--- src/rtl/pchri03_pattern_matcher_if.sv ---
// Byte-wide TinyTapeout pin bundle for the pattern matcher tile.
// The host drives the master side and the tile presents the slave side.
interface pchri03_pattern_matcher_if;
    logic       ena;
    logic [7:0] ui_in;
    logic [7:0] uio_in;
    logic [7:0] uo_out;
    logic [7:0] uio_out;
    logic [7:0] uio_oe;

    modport master (
        output ena,
        output ui_in,
        output uio_in,
        input  uo_out,
        input  uio_out,
        input  uio_oe
    );

    modport slave (
        input  ena,
        input  ui_in,
        input  uio_in,
        output uo_out,
        output uio_out,
        output uio_oe
    );
endinterface

--- src/rtl/pchri03_pattern_matcher.sv ---
// Chip-select framed command port feeding an 8-slot programmable
// sequence matcher with current-match and sticky match vectors.
module pchri03_pattern_matcher (
    input  logic                       clk,
    input  logic                       rst_n,
    pchri03_pattern_matcher_if.slave   bus
);

    typedef enum logic [2:0] {
        ST_CMD,
        ST_W_ADDR,
        ST_W_DATA,
        ST_R_ADDR,
        ST_S_DATA
    } state_e;

    localparam logic [7:0] OP_WRITE  = 8'h02;
    localparam logic [7:0] OP_READ   = 8'h03;
    localparam logic [7:0] OP_STREAM = 8'h80;
    localparam logic [7:0] A_STICKY  = 8'h10;
    localparam logic [7:0] A_ACT     = 8'h11;

    state_e     state_q, state_d;
    logic [7:0] addr_q, addr_d;
    logic [7:0] char_q [8];
    logic [7:0] char_d [8];
    logic [7:0] pred_q [8];
    logic [7:0] pred_d [8];
    logic [7:0] act_q, act_d;
    logic [7:0] sticky_q, sticky_d;
    logic [7:0] rdata_q, rdata_d;

    logic       cs_n;
    logic [7:0] din;
    logic       wr_en;
    logic       rd_en;
    logic       st_en;
    logic [7:0] p_vec;
    logic [7:0] hit;
    logic       unused_ok;

    assign cs_n = bus.uio_in[0];
    assign din  = bus.ui_in;

    assign bus.uo_out  = rdata_q;
    assign bus.uio_out = 8'h00;
    assign bus.uio_oe  = 8'h00;

    assign unused_ok = &{1'b0, bus.ena, bus.uio_in[7:1]};

    // Bit 0 is the start token, so slots with PRED bit 0 can open a chain.
    assign p_vec = {act_q[6:0], 1'b1};

    always_comb begin
        for (int i = 0; i < 8; i++) begin
            hit[i] = (char_q[i] == din) && ((pred_q[i] & p_vec) != 8'h00);
        end
    end

    always_comb begin
        state_d = state_q;
        wr_en   = 1'b0;
        rd_en   = 1'b0;
        st_en   = 1'b0;
        if (cs_n) begin
            state_d = ST_CMD;
        end else begin
            unique case (state_q)
                ST_CMD: begin
                    unique case (din)
                        OP_WRITE:  state_d = ST_W_ADDR;
                        OP_READ:   state_d = ST_R_ADDR;
                        OP_STREAM: state_d = ST_S_DATA;
                        default:   state_d = ST_CMD;
                    endcase
                end
                ST_W_ADDR: state_d = ST_W_DATA;
                ST_W_DATA: begin
                    wr_en   = 1'b1;
                    state_d = ST_CMD;
                end
                ST_R_ADDR: begin
                    rd_en   = 1'b1;
                    state_d = ST_CMD;
                end
                ST_S_DATA: begin
                    st_en   = 1'b1;
                    state_d = ST_CMD;
                end
                default: state_d = ST_CMD;
            endcase
        end
    end

    always_comb begin
        addr_d = addr_q;
        if (!cs_n && state_q == ST_W_ADDR) begin
            addr_d = din;
        end
    end

    always_comb begin
        for (int i = 0; i < 8; i++) begin
            char_d[i] = char_q[i];
            pred_d[i] = pred_q[i];
        end
        act_d    = act_q;
        sticky_d = sticky_q;
        if (wr_en) begin
            if (addr_q[7:3] == 5'b00000) begin
                char_d[addr_q[2:0]] = din;
            end else if (addr_q[7:3] == 5'b00001) begin
                pred_d[addr_q[2:0]] = din;
            end else if (addr_q == A_STICKY) begin
                act_d    = 8'h00;
                sticky_d = 8'h00;
            end
        end else if (st_en) begin
            act_d    = hit;
            sticky_d = sticky_q | hit;
        end
    end

    // The read address is the live byte; the result lands one edge later.
    always_comb begin
        rdata_d = rdata_q;
        if (rd_en) begin
            if (din[7:3] == 5'b00000) begin
                rdata_d = char_q[din[2:0]];
            end else if (din[7:3] == 5'b00001) begin
                rdata_d = pred_q[din[2:0]];
            end else if (din == A_STICKY) begin
                rdata_d = sticky_q;
            end else if (din == A_ACT) begin
                rdata_d = act_q;
            end else begin
                rdata_d = 8'h00;
            end
        end
    end

    always_ff @(posedge clk or negedge rst_n) begin
        if (!rst_n) begin
            state_q  <= ST_CMD;
            addr_q   <= 8'h00;
            act_q    <= 8'h00;
            sticky_q <= 8'h00;
            rdata_q  <= 8'h00;
            for (int i = 0; i < 8; i++) begin
                char_q[i] <= 8'h00;
                pred_q[i] <= 8'h00;
            end
        end else begin
            state_q  <= state_d;
            addr_q   <= addr_d;
            act_q    <= act_d;
            sticky_q <= sticky_d;
            rdata_q  <= rdata_d;
            for (int i = 0; i < 8; i++) begin
                char_q[i] <= char_d[i];
                pred_q[i] <= pred_d[i];
            end
        end
    end

endmodule

--- src/flat_wrapper.sv ---
// flat-port wrapper written by rule: the top's interface ports become plain ports
module pchri03_pattern_matcher_flat 
  (clk, rst_n, bus_ena, bus_ui_in, bus_uio_in, bus_uo_out, bus_uio_out, bus_uio_oe);
  pchri03_pattern_matcher_if bus_i ();
  input  logic clk;
  input  logic rst_n;
  input wire logic [$bits(bus_i.ena)-1:0] bus_ena;
  input wire logic [$bits(bus_i.ui_in)-1:0] bus_ui_in;
  input wire logic [$bits(bus_i.uio_in)-1:0] bus_uio_in;
  output wire logic [$bits(bus_i.uo_out)-1:0] bus_uo_out;
  output wire logic [$bits(bus_i.uio_out)-1:0] bus_uio_out;
  output wire logic [$bits(bus_i.uio_oe)-1:0] bus_uio_oe;
  assign bus_i.ena = bus_ena;
  assign bus_i.ui_in = bus_ui_in;
  assign bus_i.uio_in = bus_uio_in;
  assign bus_uo_out = bus_i.uo_out;
  assign bus_uio_out = bus_i.uio_out;
  assign bus_uio_oe = bus_i.uio_oe;
  pchri03_pattern_matcher u_core (.clk(clk), .rst_n(rst_n), .bus(bus_i));
endmodule
--- config.mk ---
export PLATFORM = sky130hd
export DESIGN_NAME = pchri03_pattern_matcher_flat
export DESIGN_NICKNAME = d
export VERILOG_FILES = /design/src/rtl/pchri03_pattern_matcher_if.sv /design/src/rtl/pchri03_pattern_matcher.sv /design/src/flat_wrapper.sv
export SDC_FILE = /design/constraint.sdc
export NUM_CORES = 1
export LEC_CHECK = 0
export CORE_MARGIN = 3
export CORE_UTILIZATION = 44
export CTS_CLUSTER_DIAMETER = 60
export CTS_CLUSTER_SIZE = 30
export DETAILED_ROUTE_END_ITERATION = 10
export PLACE_DENSITY_LB_ADDON = 0.25
export SYNTH_ARGS = -nofsm -noshare
export SYNTH_HDL_FRONTEND = slang
export SYNTH_SLANG_ARGS = --single-unit
--- constraint.sdc ---
create_clock -name clk -period 1.95 [get_ports clk]
set_input_delay 0.195 -clock clk [delete_from_list [all_inputs] [get_ports clk]]
set_output_delay 0.195 -clock clk [all_outputs]
set_load 0.02 [all_outputs]
==> results.ini, run 1 <==
[outcome]
status=complete, no violations

[floorplanning]
die_area_um2=21600
start_util_pct=45.7
rows=50
io_pins=43
coreArea_um2=19100
die_w_um=147
die_y_um=147

[logic_synthesis]
syn_inst=725
yosys_warnings=0
yosys.area_share.simple_pct=8.52
yosys_most_used_dff=dfrtp_1
ys_seq_elements=163
ys_seq_area_share_pct=46.7
synth_top_family_by_area=multiplexers
synth_top_area_share_pct=46.7
synth-compound-area-share_pct=8.34
synth_xor_area_share_pct=6.42
synth-edff-count=0
synth.avg_cell_area_um2=12.0
synth_mux_area_share_pct=25.3
async_flop_share_pct=100
synth_cell_types=55
synthTopCellsByArea=dfrtp_1, mux2_2, xnor2_1
netlist_area_um2=8730
synth_top_area_cell=dfrtp_1
synth_fa_ha_area_share_pct=0

[sta]
finalSetupTns_ns=0
fmax_mhz=543
hold_viol=0
finalCritPeriodShare_pct=94.4
min_period_ns=1.84
setup_violations=0
final_max_slew_viol_count=0
finClkSkew_ns=0.00604
rsz0062_at_grt=no
worstMarginPinSlew_ns=0.509
hold_slack_ns=0.172
setup_slack_ns=0.109
max_slew_margin_pct=66.1

[pwr]
p_total_uw=7200
ir_worst_vdd_mv=0.543
power_density_nw_per_um2=700
leakage_uw=0.00489

[setup_path]
cp.required_ns=2.25
critical_path_class=reg -> reg
slowest_stage=dfrtp_1
cp.arrival_ns=2.15
crit_path_max_incr_delay_ns=0.41
end_kind=flop
cpMostUsedCell=buf_4
start_kind=flop
crit_fanout=8
path_cells=nor3b_2 > buf_4 > nand4_1 > buf_4 > nor3_2 > buf_4 > mux2_2

[place]
numPlacedInstances=1032
port_buffers=18
dp_slack_ns=-0.267
dp_hpwl_mm=17.7
gp_congestion=0.902

[grt]
grtUsageTotal_pct=22.6
grt_pass1_vias=6382
grt_overflow=0
antenna_found_initial=0
grt_pass1_wl_mm=37.5
grt_max_degree=55

[clock_tree]
cts_buffer_depth=2
clkTransAtPathRegs_ns=0.06
cts_tree=built
cts_root_buf=clkbuf_16
cts_buffers=17
h-tree-depth=4
clk_latency_ns=0.42
clock_sinks=163

[routing]
vias_per_cell=5.72
drtIter0Drc=371
dr.pass1.iters=7
ant_nets=0
finalWirelength_mm=23.8
vias=6088
drc=0
wl_per_cell_um=22.3

[final_layout]
drive_gt1_share_pct=36.6
layout_commonest_cell=dfrtp_1
fillers=1648
areaGrowthSynthToFinish_pct=17.8
mostFrequentLayoutCells=dfrtp_1, mux2_2, buf_4, xnor2_1, a22oi_1
stdcell_count=1065
diodes=0
nets=811

[hold_path]
hold_path_class=in -> reg

[job]
cap_violations=0

worst max-delay path, delay by kind of cell, from the launching register on:
family	cells	cell delay (ns)
buffers and inverters	3	0.54
AND/OR/NAND/NOR	3	0.42
flip-flops	1	0.41
multiplexers	1	0.35
layout make-up:
cell class                      count  area, µm²  area share [%]
Inverter                            5       18.8           0.183
Tap cell                          260        325            3.16
Sequential cell                   163       4080            39.7
Clock buffer                       20        437            4.25
Timing Repair Buffer              107        981            9.54
Clock inverter                     12        115            1.12
Multi-Input combinational cell    498       4330            42.1
registers in the layout (all words and copies together), names as in the netlist:
register / flops
u_core.char_q: 64
u_core.state_q: 3
u_core.addr_q: 8
u_core.bus.uo_out: 8
u_core.pred_q: 64
u_core.act_q: 8
u_core.sticky_q: 8
repair_timing:
action,in CTS,in global routing
gates resized for setup,0,6
setup endpoints to repair,0,25
hold buffers,1,0
buffers inserted,0,0
endpoints found under the hold margin,37,0
Yosys cell counts, types with 3 or more instances:
cell type and n:
nor4_1 8, a22oi_1 35, a32oi_1 4, xnor2_1 52, buf_2 20, nor3_1 9, inv_1 5, o211ai_1 3
a21oi_1 14, nor2_1 18, a31oi_1 8, buf_1 5, o21ai_0 4, and2_1 3, nand2_2 8, xor2_1 12
nor4b_1 3, nand4_1 27, nand2_1 20, mux4_2 9, clkbuf_1 29, mux2_2 144, nor3_2 3, dfrtp_1 163
nand3_1 3, a21o_1 19, nor2b_1 6, mux2i_1 32, and4_1 3, buf_4 19, mux2_1 6
final timing paths:
kind / startpoint / end / slack (ns) / cells past startpoint
max in group asynchronous: rst_n / u_core.char_q[60]$_DFFE_PN0P_ / 1.03 / 3
min: bus_ui_in[0] / u_core.pred_q[48]$_DFFE_PN0P_ / 0.17 / 2
min in group asynchronous: rst_n / u_core.char_q[16]$_DFFE_PN0P_ / 0.26 / 2
max: u_core.state_q[2]$_DFF_PN0_ / u_core.char_q[59]$_DFFE_PN0P_ / 0.11 / 7
min reg2reg: u_core.sticky_q[6]$_DFFE_PN0P_ / u_core.sticky_q[6]$_DFFE_PN0P_ / 0.48 / 1
max reg2reg: u_core.state_q[2]$_DFF_PN0_ / u_core.char_q[59]$_DFFE_PN0P_ / 0.11 / 7
metal layers:
metal | GRT usage [%] | routed length, µm
met2 | 37.1 | 11600
met4 | 6.30 | 473
met1 | 30.8 | 10600
met5 | 0 | 0
met3 | 4.13 | 1040
kinds of logic after synthesis:
logic type	count (synthesis)
flip-flops	163
other	1
XOR/XNOR	64
multiplexers	191
AO/OA/AOI/OAI	102
AND/OR/NAND/NOR	125
buffers and inverters	79
power by group:
group / total [µW] / internal (µW) / switching [µW]
combinational: 602 / 236 / 366
sequential: 3420 / 3400 / 19.8
clock: 3170 / 1860 / 1310
per-stage QoR:
| stage | utilization, % | cell area [µm²] |
|---|---|---|
| global placement | 50.8 | 9690 |
| CTS | 53.8 | 10300 |
| floorplan | - | 8780 |
| detailed placement | 50.8 | 9690 |
| finish | 53.9 | 10300 |
| global route | 53.9 | 10300 |
No activity file was read; power rests on OpenSTA's default activity.
==> run 2, diff against run 1 <==
CORE_UTILIZATION = 40   (was 44)
CTS_BUF_LIST = sky130_fd_sc_hd__clkbuf_8   (was unset)
PLACE_DENSITY_LB_ADDON = unset   (was 0.25)
==> results.ini, run 2 (synthesized netlist as in run 1, its figures left out) <==
[job]
cap_violations=0  ; unchanged

[sta]
final_max_slew_viol_count=0  ; unchanged
rsz0062_at_grt=yes
finalCritPeriodShare_pct=95.2  ; +0.84 points
setup_slack_ns=0.0928  ; -0.0164 ns
min_period_ns=1.86  ; +0.0164 ns
hold_slack_ns=0.114  ; -0.0579 ns
max_slew_margin_pct=53.1  ; -13 points
finClkSkew_ns=0.0112  ; +0.00516 ns
fmax_mhz=538  ; -0.88%
worstMarginPinSlew_ns=0.686  ; +0.177 ns
setup_violations=0  ; unchanged
hold_viol=0  ; unchanged

[hold_path]
hp-start=bus_ui_in[0]
hold_path_class=in -> reg

[grt]
grt_max_degree=51  ; -7.3%
grtUsageTotal_pct=20.9  ; -1.6 points
antenna_found_initial=2  ; +2
grt_pass1_vias=6495  ; +1.8%
grt_pass1_wl_mm=37.8  ; +0.77%
grt_overflow=0  ; unchanged

[setup_path]
cp.required_ns=2.31  ; +0.06 ns
path_cells=nor3b_2 > buf_4 > nand4_1 > buf_4 > nor2_2 > buf_6 > mux2_2
start_kind=flop
regToRegStartpoint=u_core.state_q[2]$_DFF_PN0_
slowest_stage=dfrtp_1
cp-startpoint=u_core.state_q[2]$_DFF_PN0_
end_kind=flop
crit_fanout=8  ; unchanged
critical_path_class=reg -> reg
cp.arrival_ns=2.22  ; +0.07 ns
cpMostUsedCell=buf_4
crit_path_max_incr_delay_ns=0.41  ; about the same

[final_layout]
top_regs=u_core.char_q: 64 flops, u_core.pred_q: 64 flops
areaGrowthSynthToFinish_pct=16.6
layout_commonest_cell=dfrtp_1
nets=813  ; +0.25%
drive_gt1_share_pct=37.7  ; +1.0 points
mostFrequentLayoutCells=dfrtp_1, mux2_2, buf_4, xnor2_1, a22oi_1
stdcell_area_um2=10200  ; -1.0%
diodes=0  ; unchanged

[pwr]
ir_worst_vdd_mv=0.382  ; -30%
power_density_nw_per_um2=644  ; -8.0%
p_total_uw=6550  ; -8.9%
leakage_uw=0.00484  ; -1.0%

[clock_tree]
cts_buffer_depth=2  ; unchanged
clkTransAtPathRegs_ns=0.08  ; +0.02 ns
h-tree-depth=4  ; unchanged
clock_sinks=163  ; unchanged
cts_setup_buffers=0  ; unchanged
cts_buffers=17  ; unchanged
cts_tree=built
cts_root_buf=clkbuf_8
clk_latency_ns=0.48  ; +0.06 ns

[floorplanning]
die_w_um=154  ; +4.7%
start_util_pct=41.1  ; -4.6 points
rows=53  ; +6.0%
io_pins=43  ; unchanged
coreArea_um2=21200  ; +11%
die_y_um=154  ; +4.7%
die_area_um2=23600  ; +9.6%

[routing]
dr.pass1.iters=6  ; -1
drc=0  ; unchanged
wl_per_cell_um=22.4  ; +0.36%
vias=6233  ; +2.4%
drtIter0Drc=481  ; +30%
vias_per_cell=5.76  ; +0.77%
ant_nets=0  ; unchanged
finalWirelength_mm=24.2  ; +2.0%

[place]
gp_congestion=0.880  ; -2.4%
dp_slack_ns=-0.391  ; -0.124 ns
place_area_um2=9700  ; about the same
port_buffers=18  ; unchanged
dp_hpwl_mm=17.8  ; +0.95%

[outcome]
status=complete, no violations

==> run 2: final timing paths <==
kind / end / cells after the start / slack [ns]
setup reg to reg: u_core.pred_q[63]$_DFFE_PN0P_ / 7 / 0.09
hold reg to reg: u_core.sticky_q[4]$_DFFE_PN0P_ / 1 / 0.48
setup / recovery: u_core.pred_q[63]$_DFFE_PN0P_ / 7 / 0.09
min in group asynchronous: u_core.char_q[16]$_DFFE_PN0P_ / 2 / 0.23
hold / removal: u_core.pred_q[56]$_DFFE_PN0P_ / 2 / 0.11
max in group asynchronous: u_core.char_q[50]$_DFFE_PN0P_ / 3 / 0.92
==> run 2: report_power, final <==
| part | switching, µW | total, µW | internal (µW) |
|---|---|---|---|
| registers | 20.4 | 3420 | 3390 |
| logic | 376 | 610 | 234 |
| clock network | 1240 | 2530 | 1290 |
==> run 2: worst max-delay path, delay by kind of cell (launching register included) <==
| kind | cells | cell delay [ns] |
|---|---|---|
| mux | 1 | 0.35 |
| simple gates | 3 | 0.48 |
| flops | 1 | 0.41 |
| buf+inv | 3 | 0.49 |
==> run 2: final cells by class <==
class	count	area, µm²
clock inverter	10	105
tap	275	344
sequential	163	4080
fill	1945	11000
multi-input combinational	498	4350
timing repair buffer	109	975
clock buffer	22	303
inverter	5	18.8
==> run 2: repair_timing <==
item | 4_1_cts | 5_1_grt
endpoints found under the setup margin | 4 | 53
hold buffers | 1 | 0
hold endpoints to repair | 45 | 0
cloned | 0 | 0
pin swaps | 0 | 1
resized for setup | 3 | 10
==> run 2: routing by layer <==
metal / wire length (µm) / vias up / track usage (%) / share of wire (%)
li1: - / 2767 / - / -
met1: 10400 / 3199 / 28.0 / 43
met2: 11600 / 221 / 33.4 / 48
met3: 1620 / 42 / 5.29 / 6.7
met4: 647 / 4 / 7.15 / 2.7
met5: 24 / - / 0 / 0.099
==> run 2: through the flow <==
step           setup TNS (ns)  instances  util [%]
2_1_floorplan               0        740         -
3_3_place_gp           -18.34       1049      45.7
3_5_place_dp           -19.71       1049      45.7
4_1_cts                     0       1082      47.8
5_1_grt                -0.106       1082      47.9
6_report                    0       1082      47.9
==> patch 1, RTL diff (settings of run 1) <==
Re-encode `state_e` (5 states) as one-hot, 5 bits wide.
--- a/src/rtl/pchri03_pattern_matcher.sv
+++ b/src/rtl/pchri03_pattern_matcher.sv
@@ -6,12 +6,12 @@
     pchri03_pattern_matcher_if.slave   bus
 );
 
-    typedef enum logic [2:0] {
-        ST_CMD,
-        ST_W_ADDR,
-        ST_W_DATA,
-        ST_R_ADDR,
-        ST_S_DATA
+    typedef enum logic [4:0] {
+        ST_CMD    = 5'b00001,
+        ST_W_ADDR = 5'b00010,
+        ST_W_DATA = 5'b00100,
+        ST_R_ADDR = 5'b01000,
+        ST_S_DATA = 5'b10000
     } state_e;
 
     localparam logic [7:0] OP_WRITE  = 8'h02;
Function: no difference found for any inputs over 4 cycles, from zero or initial values and one cycle with rst_n low; so few cycles prove little.
==> patch 1 against run 1 <==
- the run now ends with setup timing left
- sequential power is essentially flat
- sequential cell count grew 2
- final area grew 3.6%
- clock skew grew 4.7 ps
- setup slack lost 160 ps
- total power shrank 0.60%
- cell count shrank 0.94%
- routed wire length shrank 1.3%
- synthesized area grew 1.4%
==> patch 1: results <==
export IMPL_final_setup_worst_slack_ps=-54.4
export IMPL_dp_slack_ps=-348
export IMPL_dp_cells=1018
export IMPL_total_length_of_routed_met2_wires_um=11200
export IMPL_finalClockSkew_ps=10.8
export IMPL_synth_area_per_cell_um2=12.6
export IMPL_seqAreaFraction_pct=38.8
export IMPL_grt_use_met3_pct=3.92
export IMPL_inv_count=3
export IMPL_place_hpwl_um=17100
export IMPL_arr_time_crit_path_ps=2320
export IMPL_use_met1_pct=32.7
export IMPL_routed_wl_met3_um=1110
export IMPL_met1_length_um=10600
export IMPL_gp_congestion=0.912
export IMPL_worst_slew_pin_transition_ps=535
export IMPL_max_vdd_ir_drop_mv=0.550
export IMPL_nMultiInputCombCells=478
export IMPL_nNonClkBuffers=112
export IMPL_min_delay_start="bus_ui_in[1]"
export IMPL_power_share_switching_pct=23.9
export IMPL_globalRouteTotalUtil_pct=22.4
export IMPL_layout_clock_cell_area_share_pct=5.30
export IMPL_dr_first_iter_drc_count=458
export IMPL_sequentialPowerShare_pct=47.9
export IMPL_synthTopCellsByArea="sky130_fd_sc_hd__dfrtp_1 46%, sky130_fd_sc_hd__mux2_2 17%, sky130_fd_sc_hd__xnor2_1 6.3%"
export IMPL_timing_critical_path_slowest_cell_delay_ps=560
export IMPL_synth_lib_cells_used_distinct=56
export IMPL_globalRouteMet2Util_pct=34.4
export IMPL_crit_path_top_delay_cell="sky130_fd_sc_hd__or4_4"
export IMPL_first_pass_grt_wire_length_um=37400
export IMPL_layout_area_overhead_vs_synth_pct=20.3
export IMPL_fill_cells=1657
export IMPL_post_dp_cell_area_um2=9930
export IMPL_nNetsFinal=796
export IMPL_adder_cell_area_share_of_the_yosys_netlist_pct=0
export IMPL_failed_checks="setup timing"
export IMPL_multi_input_area_share_pct=42.4
export IMPL_worst_case_hold_path_end_point="u_core.char_q[17]$_DFFE_PN0P_"
export IMPL_first_global_vias=6278
export IMPL_cts_sink_count=165
export IMPL_multiInputGateArea_um2=4510
export IMPL_worst_path_dominant_cell_family="simple AND/OR/NAND/NOR gates"
export IMPL_post_route_cells_drive_above_1_share_pct=38.7
export IMPL_finalHoldWorstSlack_ps=189
export IMPL_area_share_nonclk_buffers_pct=10.3
export IMPL_clock_net_power_mw=3.23
export IMPL_reg2reg_depth=5
export IMPL_synth_compound_area_share_pct=7.51
export IMPL_worst_r2r_endpoint="u_core.char_q[59]$_DFFE_PN0P_"
export IMPL_clkbuf_count=21
export IMPL_synth_area_mux_share_pct=26.2
export IMPL_run_status="finished, violations left"
export IMPL_vias=6121
export IMPL_synth_top_cells_by_count="164 x sky130_fd_sc_hd__dfrtp_1, 130 x sky130_fd_sc_hd__mux2_2, 64 x sky130_fd_sc_hd__xnor2_1, 37 x sky130_fd_sc_hd__clkbuf_1, 35 x sky130_fd_sc_hd__mux2i_1"
export IMPL_post_synth_xor_area_fraction_pct=6.33
export IMPL_startpoint="u_core.addr_q[5]$_DFFE_PN0P_"
export IMPL_setup_violations_final=40
export IMPL_leakagePower_nw=4.92
patch 1: cell count changes after synthesis, moves of 6 or more:
| cell | change |
|---|---|
| sky130_fd_sc_hd__a31oi_1 | -6 |
| sky130_fd_sc_hd__mux2_4 | +8 |
| sky130_fd_sc_hd__and3_1 | +6 |
| sky130_fd_sc_hd__o32a_1 | +6 |
| sky130_fd_sc_hd__xnor2_1 | +12 |
| sky130_fd_sc_hd__mux4_2 | +8 |
| sky130_fd_sc_hd__nor4_4 | +7 |
| sky130_fd_sc_hd__nand4_1 | -11 |
| sky130_fd_sc_hd__buf_2 | -9 |
| sky130_fd_sc_hd__mux2_2 | -14 |
| sky130_fd_sc_hd__nor2_1 | -10 |
| sky130_fd_sc_hd__mux2_1 | -6 |
| sky130_fd_sc_hd__clkbuf_1 | +8 |
| sky130_fd_sc_hd__xor2_1 | -12 |
patch 1: timing repair:
action	in CTS	in global routing
setup endpoints to repair	80	140
hold endpoints to repair	49	0
setup buffers	4	0
hold buffers	1	0
gates resized for setup	17	9
pin swaps	4	3
==> patch 2, RTL diff (flow settings as in run 1) <==
Made on the original files. Take the reset off `addr_q` and `rdata_q` and load them in a clocked block of their own.
--- a/src/rtl/pchri03_pattern_matcher.sv
+++ b/src/rtl/pchri03_pattern_matcher.sv
@@ -142,20 +142,16 @@
     always_ff @(posedge clk or negedge rst_n) begin
         if (!rst_n) begin
             state_q  <= ST_CMD;
-            addr_q   <= 8'h00;
             act_q    <= 8'h00;
             sticky_q <= 8'h00;
-            rdata_q  <= 8'h00;
             for (int i = 0; i < 8; i++) begin
                 char_q[i] <= 8'h00;
                 pred_q[i] <= 8'h00;
             end
         end else begin
             state_q  <= state_d;
-            addr_q   <= addr_d;
             act_q    <= act_d;
             sticky_q <= sticky_d;
-            rdata_q  <= rdata_d;
             for (int i = 0; i < 8; i++) begin
                 char_q[i] <= char_d[i];
                 pred_q[i] <= pred_d[i];
@@ -163,5 +159,10 @@
         end
     end
 
+    always_ff @(posedge clk) begin
+        addr_q  <= addr_d;
+        rdata_q <= rdata_d;
+    end
+
 endmodule
 
Function: changed (a bounded check fails within 10 cycles, from zero or initial values and one cycle with rst_n low; the reset may be asserted at any time).
==> patch 2 against run 1 <==
- total power decreased by 1.2%
- setup slack lost 16 ps
- sequential share of layout area rose by 1.2 points
- synthesized area fell by 1.8%
- sequential cell count is the same
- combinational power shrank 23%
- final area down 1.1%
- worst hold slack got worse by 92 ps
- routed wire length is 8.1% lower
- critical endpoint is now u_core.char_q[40]$_DFFE_PN0P_
==> patch 2: results <==
export IMPL_gp_congestion=0.894
export IMPL_post_cts_setup_buffer_count=0
export IMPL_finalClockSkew_ps=8.76
export IMPL_nNetsFinal=731
export IMPL_fill_cells=1607
export IMPL_min_path_cells=2
export IMPL_place_port_buffers=18
export IMPL_finalMaxSlewViolations=0
export IMPL_reg2reg_depth=7
export IMPL_synth_async_sr_flop_share_pct=90.2
export IMPL_worst_setup_hold_path_clk_slew_ps=60
export IMPL_dr_first_iter_drc_count=419
export IMPL_htreeDepth=4
export IMPL_seq_area_frac_synth_pct=48.5
export IMPL_post_dp_cell_area_um2=9590
export IMPL_postSynth_topFlopCell="sky130_fd_sc_hd__dfrtp_1"
export IMPL_reg_largest_list="u_core.char_q x64, u_core.pred_q x64"
export IMPL_synthTopCellsByArea="sky130_fd_sc_hd__dfrtp_1 43%, sky130_fd_sc_hd__mux2_2 17%, sky130_fd_sc_hd__mux4_2 7.6%"
export IMPL_globalRouteTotalUtil_pct=20.9
export IMPL_leakagePower_nw=4.62
export IMPL_place_hpwl_um=15700
export IMPL_initial_antenna_violation_count=0
export IMPL_drt_pass1_iter_count=6
export IMPL_synth_edf_count=16
export IMPL_grt_max_degree=94
export IMPL_diodes=0
export IMPL_worstHoldPathType="in -> reg"
export IMPL_synth_top_cells_by_count="147 x sky130_fd_sc_hd__dfrtp_1, 130 x sky130_fd_sc_hd__mux2_2, 54 x sky130_fd_sc_hd__xnor2_1, 29 x sky130_fd_sc_hd__mux4_2"
export IMPL_critical_path_max_fanout=8
export IMPL_yosys_warnings=0
export IMPL_cts_root_to_sink_buffers=2
export IMPL_arr_time_crit_path_ps=2170
export IMPL_wire_per_inst_um=22.2
export IMPL_vias=5754
export IMPL_slew_headroom_pct=64.4
export IMPL_numCtsBuffers=17
export IMPL_run_status="completed"
export IMPL_synth_lib_cells_used_distinct=50
export IMPL_first_pass_grt_wire_length_um=34600
export IMPL_max_vdd_ir_drop_mv=0.567
export IMPL_clock_latency_ps=430
export IMPL_post_route_cells_drive_above_1_share_pct=39.6
export IMPL_ctsRootBufferMaster="sky130_fd_sc_hd__clkbuf_16"
patch 2: layer usage:
| metal | share of wire [%] | global-route usage, % |
|---|---|---|
| met5 | 0 | 0 |
| met4 | 1.5 | 5.32 |
| met3 | 4.8 | 4.24 |
| met2 | 49 | 33.7 |
| met1 | 45 | 29.3 |
patch 2: cell families after synthesis:
group                     Yosys count  share of synthesized area, %
xor gates and xnor gates           64                          6.54
AOI/OAI and AO/OA                  70                          5.71
muxes                             187                          28.0
buffers and inverters              63                          3.83
other                               1                        0.0438
DFF                               163                          48.5
and+or+nand+nor                    95                          7.33
patch 2: final timing paths:
check / slack [ps] / start / endpoint
max in group asynchronous: 1170 / rst_n / u_core.pred_q[48]$_DFFE_PN0P_
setup / recovery: 90 / u_core.state_q[2]$_DFF_PN0_ / u_core.char_q[40]$_DFFE_PN0P_
min in group asynchronous: 300 / rst_n / u_core.char_q[8]$_DFFE_PN0P_
setup reg to reg: 90 / u_core.state_q[2]$_DFF_PN0_ / u_core.char_q[40]$_DFFE_PN0P_
hold reg to reg: 480 / u_core.act_q[7]$_DFFE_PN0P_ / u_core.act_q[7]$_DFFE_PN0P_
hold / removal: 80 / bus_ui_in[0] / u_core.char_q[40]$_DFFE_PN0P_
patch 2: through the flow:
stage               power, mW  setup slack [ps]  hold WS [ps]  TNS (ps)  instances
CTS                      7.14              19.2          69.9         0        985
global route             7.32              11.4          80.7         0        985
floorplan                3.76              68.8          -101         0        658
global placement         3.95              -261           195    -18190        952
finish                   7.11              93.4          79.9         0        985
detailed placement       3.95              -285           196    -19930        952
patch 2: cell type report:
| type | count | area (µm²) | share of cell area (%) |
|---|---|---|---|
| Clock inverter | 11 | 110 | 1.08 |
| Clock buffer | 21 | 440 | 4.33 |
| Sequential cell | 163 | 4160 | 40.9 |
| Tap cell | 260 | 325 | 3.20 |
| Timing Repair Buffer | 97 | 977 | 9.61 |
| Multi-Input combinational cell | 432 | 4160 | 40.8 |
| Inverter | 1 | 3.75 | 0.0369 |
patch 2: timing repair:
item	4_1_cts	5_1_grt
setup endpoints to repair	0	7
endpoints found under the hold margin	147	0
resized for setup	0	4
hold buffers	1	0
patch 2: report_power, final:
part           total, mW  leakage, nW  internal (mW)  switching, mW
clock network       3.22        0.274           1.87           1.34
logic              0.465         2.17          0.176          0.289
registers           3.43         2.18           3.43        0.00102
total               7.11         4.62           5.47           1.63
patch 2: critical path, cell delays in order, from the launching register on:
cell and delay, ps:
sky130_fd_sc_hd__dfrtp_2 440, sky130_fd_sc_hd__nor2_4 150, sky130_fd_sc_hd__and3_1 200, sky130_fd_sc_hd__nand4b_1 110
sky130_fd_sc_hd__buf_4 190, sky130_fd_sc_hd__nor3_4 150, sky130_fd_sc_hd__buf_12 160, sky130_fd_sc_hd__mux2_2 330
